$ cat src/rtl/cia_timer_bank.sv
// cia_timer_bank: bank of NCH 16-bit down-counting interval timers with a
// shared interrupt control register. It borrows the CIA-style register map:
// a HI/LO read-hold pair, one-shot/continuous modes, LOAD strobe, and an
// optional cascade from each channel into the next.
module cia_timer_bank #(
    parameter int unsigned NCH = 2
) (
    input  logic       clk,
    input  logic       reset,
    input  logic       clk7_en,
    input  logic       aen,
    input  logic       rd,
    input  logic       wr,
    input  logic [4:0] rs,
    input  logic [7:0] data_in,
    output logic [7:0] data_out,
    input  logic       eclk,
    output logic       irq
);

    localparam int unsigned       CNT_W     = 16;
    localparam int unsigned       CR_W      = 8;
    localparam logic [4:0]        ICR_ADDR  = 5'h1F;
    localparam logic [CR_W-1:0]   CR_WMASK  = 8'hEF;
    localparam logic [CNT_W-1:0]  CNT_RESET = 16'hFFFF;

    // CR bit positions
    localparam int unsigned CR_START   = 0;
    localparam int unsigned CR_ONESHOT = 3;
    localparam int unsigned CR_LOAD    = 4;

    // Input-mode encodings
    localparam logic [1:0] MODE_ECLK  = 2'b00;
    localparam logic [1:0] MODE_CLK   = 2'b01;
    localparam logic [1:0] MODE_CASC  = 2'b10;

    logic [CNT_W-1:0] latch   [NCH];
    logic [CNT_W-1:0] counter [NCH];
    logic [CR_W-1:0]  cr      [NCH];
    logic [7:0]       hold    [NCH];
    logic [NCH-1:0]   hold_valid;
    logic [NCH-1:0]   flag;
    logic [NCH-1:0]   mask;
    logic [NCH-1:0]   uf_q;

    logic             rd_acc;
    logic             wr_acc;
    logic             rd_icr;
    logic             wr_icr;
    logic [NCH-1:0]   rd_lo, rd_hi, rd_cr;
    logic [NCH-1:0]   wr_lo, wr_hi, wr_cr;
    logic [NCH-1:0]   load_wr;
    logic [NCH-1:0]   count_ev;
    logic [NCH-1:0]   underflow;
    logic [NCH-1:0]   casc;
    logic             src;

    // A simultaneous rd+wr is treated as a write only.
    assign rd_acc = aen & rd & ~wr;
    assign wr_acc = aen & wr;
    assign rd_icr = rd_acc & (rs == ICR_ADDR);
    assign wr_icr = wr_acc & (rs == ICR_ADDR);

    // Cascade source for channel n is the registered underflow of n-1;
    // channel 0 falls back to eclk.
    assign casc = NCH'({uf_q, eclk});

    assign irq = |(flag & mask);

    // Per-channel register decode
    always_comb begin
        rd_lo = '0;
        rd_hi = '0;
        rd_cr = '0;
        wr_lo = '0;
        wr_hi = '0;
        wr_cr = '0;
        for (int n = 0; n < NCH; n++) begin
            rd_lo[n] = rd_acc & (rs == 5'(4 * n));
            rd_hi[n] = rd_acc & (rs == 5'(4 * n + 1));
            rd_cr[n] = rd_acc & (rs == 5'(4 * n + 2));
            wr_lo[n] = wr_acc & (rs == 5'(4 * n));
            wr_hi[n] = wr_acc & (rs == 5'(4 * n + 1));
            wr_cr[n] = wr_acc & (rs == 5'(4 * n + 2));
        end
    end

    // Count-event selection and underflow detection; LOAD suppresses underflow
    always_comb begin
        src       = 1'b0;
        load_wr   = '0;
        count_ev  = '0;
        underflow = '0;
        for (int n = 0; n < NCH; n++) begin
            case (cr[n][6:5])
                MODE_ECLK: src = eclk;
                MODE_CLK:  src = 1'b1;
                MODE_CASC: src = casc[n];
                default:   src = 1'b0;
            endcase
            load_wr[n]   = wr_cr[n] & data_in[CR_LOAD];
            count_ev[n]  = cr[n][CR_START] & src;
            underflow[n] = count_ev[n] & (counter[n] == '0) & ~load_wr[n];
        end
    end

    // Channel state, flags and mask; all updates gated by clk7_en
    always_ff @(posedge clk) begin
        if (clk7_en) begin
            if (reset) begin
                for (int n = 0; n < NCH; n++) begin
                    latch[n]   <= CNT_RESET;
                    counter[n] <= CNT_RESET;
                    cr[n]      <= '0;
                    hold[n]    <= '0;
                end
                hold_valid <= '0;
                flag       <= '0;
                mask       <= '0;
                uf_q       <= '0;
            end else begin
                for (int n = 0; n < NCH; n++) begin
                    if (wr_lo[n]) begin
                        latch[n][7:0] <= data_in;
                    end
                    if (wr_hi[n]) begin
                        latch[n][15:8] <= data_in;
                    end

                    // LOAD beats counting; HI write only loads a stopped timer
                    if (load_wr[n]) begin
                        counter[n] <= latch[n];
                    end else if (wr_hi[n] && !cr[n][CR_START]) begin
                        counter[n] <= {data_in, latch[n][7:0]};
                    end else if (underflow[n]) begin
                        counter[n] <= latch[n];
                    end else if (count_ev[n]) begin
                        counter[n] <= counter[n] - CNT_W'(1);
                    end

                    // A CR write in the same cycle wins over the one-shot stop
                    if (wr_cr[n]) begin
                        cr[n] <= data_in & CR_WMASK;
                    end else if (underflow[n] && cr[n][CR_ONESHOT]) begin
                        cr[n][CR_START] <= 1'b0;
                    end

                    if (rd_hi[n]) begin
                        hold[n]       <= counter[n][7:0];
                        hold_valid[n] <= 1'b1;
                    end else if (rd_lo[n]) begin
                        hold_valid[n] <= 1'b0;
                    end
                end

                uf_q <= underflow;
                flag <= (rd_icr ? '0 : flag) | underflow;

                if (wr_icr) begin
                    if (data_in[7]) begin
                        mask <= mask | data_in[NCH-1:0];
                    end else begin
                        mask <= mask & ~data_in[NCH-1:0];
                    end
                end
            end
        end
    end

    // Read mux: OR of per-register terms, only the selected one is non-zero
    always_comb begin
        data_out = '0;
        for (int n = 0; n < NCH; n++) begin
            if (rd_lo[n]) begin
                data_out = data_out | (hold_valid[n] ? hold[n] : counter[n][7:0]);
            end
            if (rd_hi[n]) begin
                data_out = data_out | counter[n][15:8];
            end
            if (rd_cr[n]) begin
                data_out = data_out | cr[n];
            end
        end
        if (rd_icr) begin
            data_out = data_out | {irq, 7'(flag)};
        end
    end

endmodule

$ cat config.mk
export PLATFORM = sky130hd
export DESIGN_NAME = cia_timer_bank
export DESIGN_NICKNAME = d
export VERILOG_FILES = /design/src/rtl/cia_timer_bank.sv
export SDC_FILE = /design/constraint.sdc
export NUM_CORES = 1
export LEC_CHECK = 0
export ABC_AREA = 1
export BUFFER_PORTS_ARGS = -buffer_cell sky130_fd_sc_hd__buf_2
export CAP_MARGIN = 20
export CORE_MARGIN = 2
export CORE_UTILIZATION = 30
export DETAILED_ROUTE_END_ITERATION = 16
export PLACE_DENSITY_LB_ADDON = 0.25
export SETUP_SLACK_MARGIN = 0.4
export SLEW_MARGIN = 20
export SYNTH_ARGS = -nofsm -noshare
export SYNTH_HDL_FRONTEND = slang
export SYNTH_SLANG_ARGS = --single-unit
export TNS_END_PERCENT = 20
$ cat constraint.sdc
create_clock -name clk -period 2.85 [get_ports clk]
set_input_delay 0.4275 -clock clk [delete_from_list [all_inputs] [get_ports clk]]
set_output_delay 0.4275 -clock clk [all_outputs]
set_load 0.01 [all_outputs]
==> impl_metrics.ini, run 1 <==
[drt]
wl_met3_um = 801
antenna_left = 0
drtIter0Drc = 555
routed.top_layer = met4
vias = 5052
m1WireLength_um = 8600
viasPerCell = 4.84
drt_wl_total_um = 17600
drt_first_pass_iters = 5
avgRoutedWirePerCell_um = 16.9
wl_met2_um = 7750
route.detailed.drc = 0

[synthesis]
synth_warnings = 0
synth_area_um2 = 6020
syn_nets = 765
ys_seq_elements = 101
synth-edff-count = 100
synthCells = 741
synth_cell_types = 42
synthArstFlopShare_pct = 0
yosysSeqAreaShare_pct = 50.2
synth.area.top_cells = edfxtp_1, nand2_1, nand3_1
yosys.area.top_type = edfxtp_1
netlist.area_leader.share_pct = 49.9
synth_ff_type = edfxtp_1
synth_area_per_cell_um2 = 8.12

[clock_network]
cts-htree-levels = 3
cts.sinks = 101
clockBufferDepth = 2
clkLatencyLatePin_ps = 350
clk_pin_slew_ps = 70
numCtsBuffers = 9
cts.hold.buffers_added = 0
cts_root_buf = clkbuf_16
cts_tree = yes

[setup_path]
crit_type = in2out
crit_fanout = 9
slowest_stage = nor2_2
reg2reg_to = counter[0][13]
r2r_slack_ps = 530
start_kind = input port
cpPeakStageDelay_ps = 210
crit_family = simple AND/OR/NAND/NOR gates
arrival_ps = 1920
cp-end-kind = primary output
path_buf_inv = 3
rr_startpoint = counter[0][0]
path_cells = buf_2 > nor2_2 > nand2_1 > nor2_2 > nand2_2 > inv_1 > nand2_1 > o21ai_0 > a21oi_1 > nand4_1 > buf_2
r2r.worst_path.cells = 13
required_ps = 2420

[timing]
period_share_pct = 82.4
rsz0062_at_grt = yes
tightest_slew_ps = 581
min_period_ps = 2350
skew_ps = 8.39
fin_tns_setup_ps = 0
worst_slack_ps = 501
slew_violations = 0
final_hold_viol_count = 0
fmax_mhz = 426
max_slew_margin_pct = 61.2
finalSetupViolCount = 0

[run]
max-cap-violations = 0

[layout]
layout_common_cells = nand2_1, nor2_1, edfxtp_1
final_common_cell = nand2_1
nets = 798
utilization_pct = 34.5
area_delta_synth_final_pct = 12.3
drive_gt1_share_pct = 10.9
antenna_cells = 0

[grt]
grt_max_degree = 26
first_global_vias = 4895
grt_antenna_before_repair = 0
grt_pass1_wl_um = 27800
grt_overflow = 0
grt_usage_pct = 17.1

[floorplanning]
start_util_pct = 30.7
dieHeight_um = 146
pin_count = 29
fp.coreArea_um2 = 19600
rows = 51
die_w_um = 146
die-area_um2 = 21200

[pwr]
vdd_ir_drop_max_mv = 0.208
power_leakage_nw = 2.73
cellPowerDensity_nw_per_um2 = 464

[hold_path]
hold_end = uf_q[0]
whs_path_depth = 1
hp-class = in2reg
hold_path_startpoint = clk7_en

[place]
dp_slack_ps = 446
gp_congestion = 0.923
dp_hpwl_um = 13400
port-buffer-count = 28

[status]
run_status = completed
-- flip-flops by register name, summed over array words and instances (netlist names) --
name / cells
counter: 32
hold: 16
mask: 2
uf_q: 1
hold_valid: 2
latch: 32
flag: 2
cr: 14
-- cell type report --
cell class / count / area [µm²]
Clock buffer: 9 / 225
Multi-Input combinational cell: 532 / 2550
Sequential cell: 101 / 3020
Fill cell: 2051 / 12800
Clock inverter: 7 / 51.3
Tap cell: 265 / 332
Inverter: 92 / 349
Timing Repair Buffer: 38 / 229
-- metrics by stage --
stage / total power, mW / instance area [µm²] / hold WS (ps) / cells
after global routing: 3.26 / 6760 / 427 / 1044
final: 3.14 / 6760 / 426 / 1044
after global placement: 2.00 / 6460 / 545 / 1026
after floorplan: 1.90 / 6020 / 512 / 741
after detailed placement: 2.00 / 6460 / 546 / 1026
after CTS: 3.17 / 6740 / 420 / 1042
-- repair_timing --
action	in CTS	in global routing
buffers inserted	0	2
resized for setup	0	3
endpoints found under the setup margin	0	16
-- report_power, final --
| part | switching, mW | internal (mW) |
|---|---|---|
| Combinational | 0.169 | 0.0675 |
| Sequential | 0.0392 | 1.69 |
| Clock | 0.575 | 0.596 |
-- cell families (layout without fill, tap and decap cells) --
group / Yosys count / after routing / synth area share [%]
adders and majority gates: 4 / 4 / 0.831
AOI/OAI and AO/OA: 93 / 93 / 8.69
DFF: 101 / 101 / 50.2
buffers and inverters: 108 / 146 / 7.46
xor gates and xnor gates: 10 / 10 / 1.46
and+or+nand+nor: 425 / 425 / 31.3
-- per-layer routing --
metal  up-vias  track usage [%]
met2       150             25.9
met4         0             7.11
li1       2529                -
met3        23             1.82
met5         -                0
met1      2350             25.0
-- worst max-delay path by stage --
stage          slack [ps]          start             to  cells after the start
5_1_grt               300  counter[0][0]  counter[0][3]                     13
6_report              500          rs[4]    data_out[0]                     11
3_5_place_dp          450            aen    data_out[4]                     10
4_1_cts               440            aen    data_out[4]                     10
2_1_floorplan         720  counter[0][0]  counter[0][0]                     10
3_3_place_gp          480            aen    data_out[4]                     10
-- synthesized netlist by cell type (2+ instances only) --
cell,n
clkbuf_1,5
a211oi_1,2
o31ai_1,2
buf_4,2
nand2_2,7
nor2_1,101
o211ai_1,8
a21oi_1,16
nor2_2,6
nand2_1,202
edfxtp_1,100
o21ai_1,7
nor2_8,2
buf_2,5
xor2_1,9
inv_1,88
o2111ai_1,2
nor2_4,3
o21ai_0,48
nand3_1,82
nand3_2,2
a31oi_1,2
inv_2,4
ha_1,4
nand4_2,2
nand3b_1,2
nor3_1,2
buf_6,4
nand4_1,9
(Power assumes the default switching activity.)
==> inputs of run 2 (changes only) <==
--- a/config.mk
+++ b/config.mk
@@ -5,7 +5,7 @@
 export SDC_FILE = /design/constraint.sdc
 export NUM_CORES = 1
 export LEC_CHECK = 0
-export ABC_AREA = 1
+export ABC_AREA = 0
 export BUFFER_PORTS_ARGS = -buffer_cell sky130_fd_sc_hd__buf_2
 export CAP_MARGIN = 20
 export CORE_MARGIN = 2
==> constraint.sdc (replaced) <==
create_clock -name clk -period 2.33 [get_ports clk]
set_input_delay 0.3495 -clock clk [delete_from_list [all_inputs] [get_ports clk]]
set_output_delay 0.3495 -clock clk [all_outputs]
set_load 0.01 [all_outputs]
==> run 2 against run 1 <==
  * The flow now finishes with violations (negative setup slack)
  * Combinational power up 46%
  * Power is 28% higher
  * Clock power rose by 33%
  * Core utilization increased by 4.4 points
  * Worst setup slack worse by 600 ps
  * Clock skew is 0.90 ps higher
  * Register-to-register slack got worse by 630 ps
  * Wire length shrank 1.7%
  * Critical path depth fell by 6
==> impl_metrics.ini, run 2 <==
[status]
run_status = finished with violations
violations = negative setup slack

[synthesis]
ys_seq_elements = 101
ys_top_cells_by_count = edfxtp_1, nor2_1, nand2_1
syn_nets = 539
yosysSeqAreaShare_pct = 53.6
yosysMostFrequentCell = edfxtp_1
synth_compound_area_share_pct = 14.6
synth.area.top_cells = edfxtp_1, xnor2_1, mux2i_1
netlist.area_leader.share_pct = 53.2
synth_warnings = 0
synth_area_per_cell_um2 = 11.0
synth-simple-area-share_pct = 19.4
synth_ff_type = edfxtp_1
synth_fa_ha_area_share_pct = 0.887
synthArstFlopShare_pct = 0
synth_cell_types = 57
synth_xor_area_share_pct = 3.73
synth_top_family_by_area = simple AND/OR/NAND/NOR gates
yosys.area.top_type = edfxtp_1
synth-edff-count = 100
synthCells = 515
synth_area_um2 = 5640
synth.area.mux_share_pct = 4.99

[timing]
min_period_ps = 2430
hold_ws_ps = 393
worst_slack_ps = -99.5
fmax_mhz = 412
max_slew_margin_pct = 55.8
slew_violations = 0
skew_ps = 9.28
finalSetupViolCount = 30
final_hold_viol_count = 0
period_share_pct = 104
tightest_slew_ps = 659
rsz0062_at_grt = yes

[floorplanning]
dieHeight_um = 141
die_w_um = 141
fp.coreArea_um2 = 18600
die-area_um2 = 19900
rows = 50
start_util_pct = 30.4
pin_count = 29

[clock_network]
numCtsBuffers = 9
cts.hold.buffers_added = 0
clkLatencyLatePin_ps = 340
clk_pin_slew_ps = 70
clockBufferDepth = 2
cts.sinks = 101
cts_tree = yes
cts-htree-levels = 3
cts_root_buf = clkbuf_16

[setup_path]
crit_start = counter[0][5]
r2r.worst_path.cells = 5
reg2reg_to = cr[0][2]
crit_type = reg2reg
endpoint = cr[0][2]
r2r_slack_ps = -100
rr_startpoint = counter[0][5]
start_kind = register
arrival_ps = 2640
crit_fanout = 6
required_ps = 2540
cp-end-kind = register

[run]
max-cap-violations = 0

[place]
dp_slack_ps = -174
dp_hpwl_um = 12900
port-buffer-count = 28
gp_congestion = 0.899

[layout]
area_delta_synth_final_pct = 28.2
drive_gt1_share_pct = 30.9
antenna_cells = 0
fill_cells = 1785
seqCellArea_um2 = 3020
reg_top3 = counter (32), latch (32), hold (16)
layout_common_cells = edfxtp_1, buf_4, nor2_1
final_common_cell = edfxtp_1
nets = 625
multiInputGateArea_um2 = 2750

[drt]
avgRoutedWirePerCell_um = 20.6
wl_met2_um = 8230
routed.top_layer = met4
wl_met3_um = 917
drt_wl_total_um = 17300
route.detailed.drc = 0
vias = 4535
m1WireLength_um = 7830
drt_first_pass_iters = 5
drtIter0Drc = 467
antenna_left = 0
viasPerCell = 5.40

[hold_path]
hp-class = in2reg
whs_path_depth = 2

[grt]
grt_antenna_before_repair = 0
grt_overflow = 0
first_global_vias = 4459
grt_pass1_wl_um = 26400
grt_usage_pct = 17.4
grt_max_degree = 21

[pwr]
vdd_ir_drop_max_mv = 0.376
power_leakage_nw = 2.53
cellPowerDensity_nw_per_um2 = 555
## run 2: power breakdown
group | switching [mW] | internal, mW
Combinational | 0.199 | 0.145
Clock | 0.713 | 0.849
Sequential | 0.0462 | 2.07
Total | 0.958 | 3.06
## run 2: area by class of cell
class	count	share of cell area, %
flip-flops and latches	101	41.8
repair buffers	104	11.3
inverters	12	0.623
well taps	234	4.05
multi-input cells	373	38.0
clock buffers	9	3.11
clock inverters	7	1.12
## run 2: repair_timing
item,CTS,global route
setup buffers,1,1
cloned,0,1
resized for setup,45,28
pin swaps,25,29
setup endpoints to repair,72,72
## run 2: how the worst min path moves through the flow
| stage | from | endpoint | slack, ps |
|---|---|---|---|
| 6_report | data_in[2] | latch[1][10] | 390 |
| 5_1_grt | clk7_en | flag[1] | 420 |
| 4_1_cts | data_in[2] | latch[1][10] | 390 |
| 3_5_place_dp | cr[1][3] | cr[1][0] | 490 |
| 3_3_place_gp | cr[1][3] | cr[1][0] | 490 |
| 2_1_floorplan | cr[1][3] | cr[1][0] | 430 |
## run 2: cells by family (layout without fill, tap and decap cells)
logic type,after synthesis,count (layout)
AND/OR/NAND/NOR,199,199
AO/OA/AOI/OAI,119,119
flip-flops,101,101
buffers and inverters,41,132
multiplexers,27,27
XOR/XNOR,24,24
adder cells (fa/ha/maj),4,4
## run 2: critical path, cell delays in order (launching register included)
cell and delay [ps]:
edfxtp_1 410, or4_4 530, or4_4 460, or4_4 510
a21oi_4 210, and2_1 180
## run 2: metrics by stage
stage / cells / TNS [ps] / total power, mW / utilization (%) / cell area (µm²)
2_1_floorplan: 515 / -5440 / 2.29 / - / 5650
3_3_place_gp: 820 / -2990 / 2.46 / 35.3 / 6560
3_5_place_dp: 821 / -4510 / 2.46 / 35.3 / 6570
4_1_cts: 838 / -1370 / 4.01 / 38.1 / 7070
5_1_grt: 840 / -4190 / 4.14 / 38.9 / 7230
6_report: 840 / -1860 / 4.02 / 38.9 / 7230
## run 2: metal layers
layer	GRT usage, %	vias up
li1	-	2137
met1	24.6	2199
met2	28.2	172
met3	1.97	27
met4	5.00	0
met5	0	-
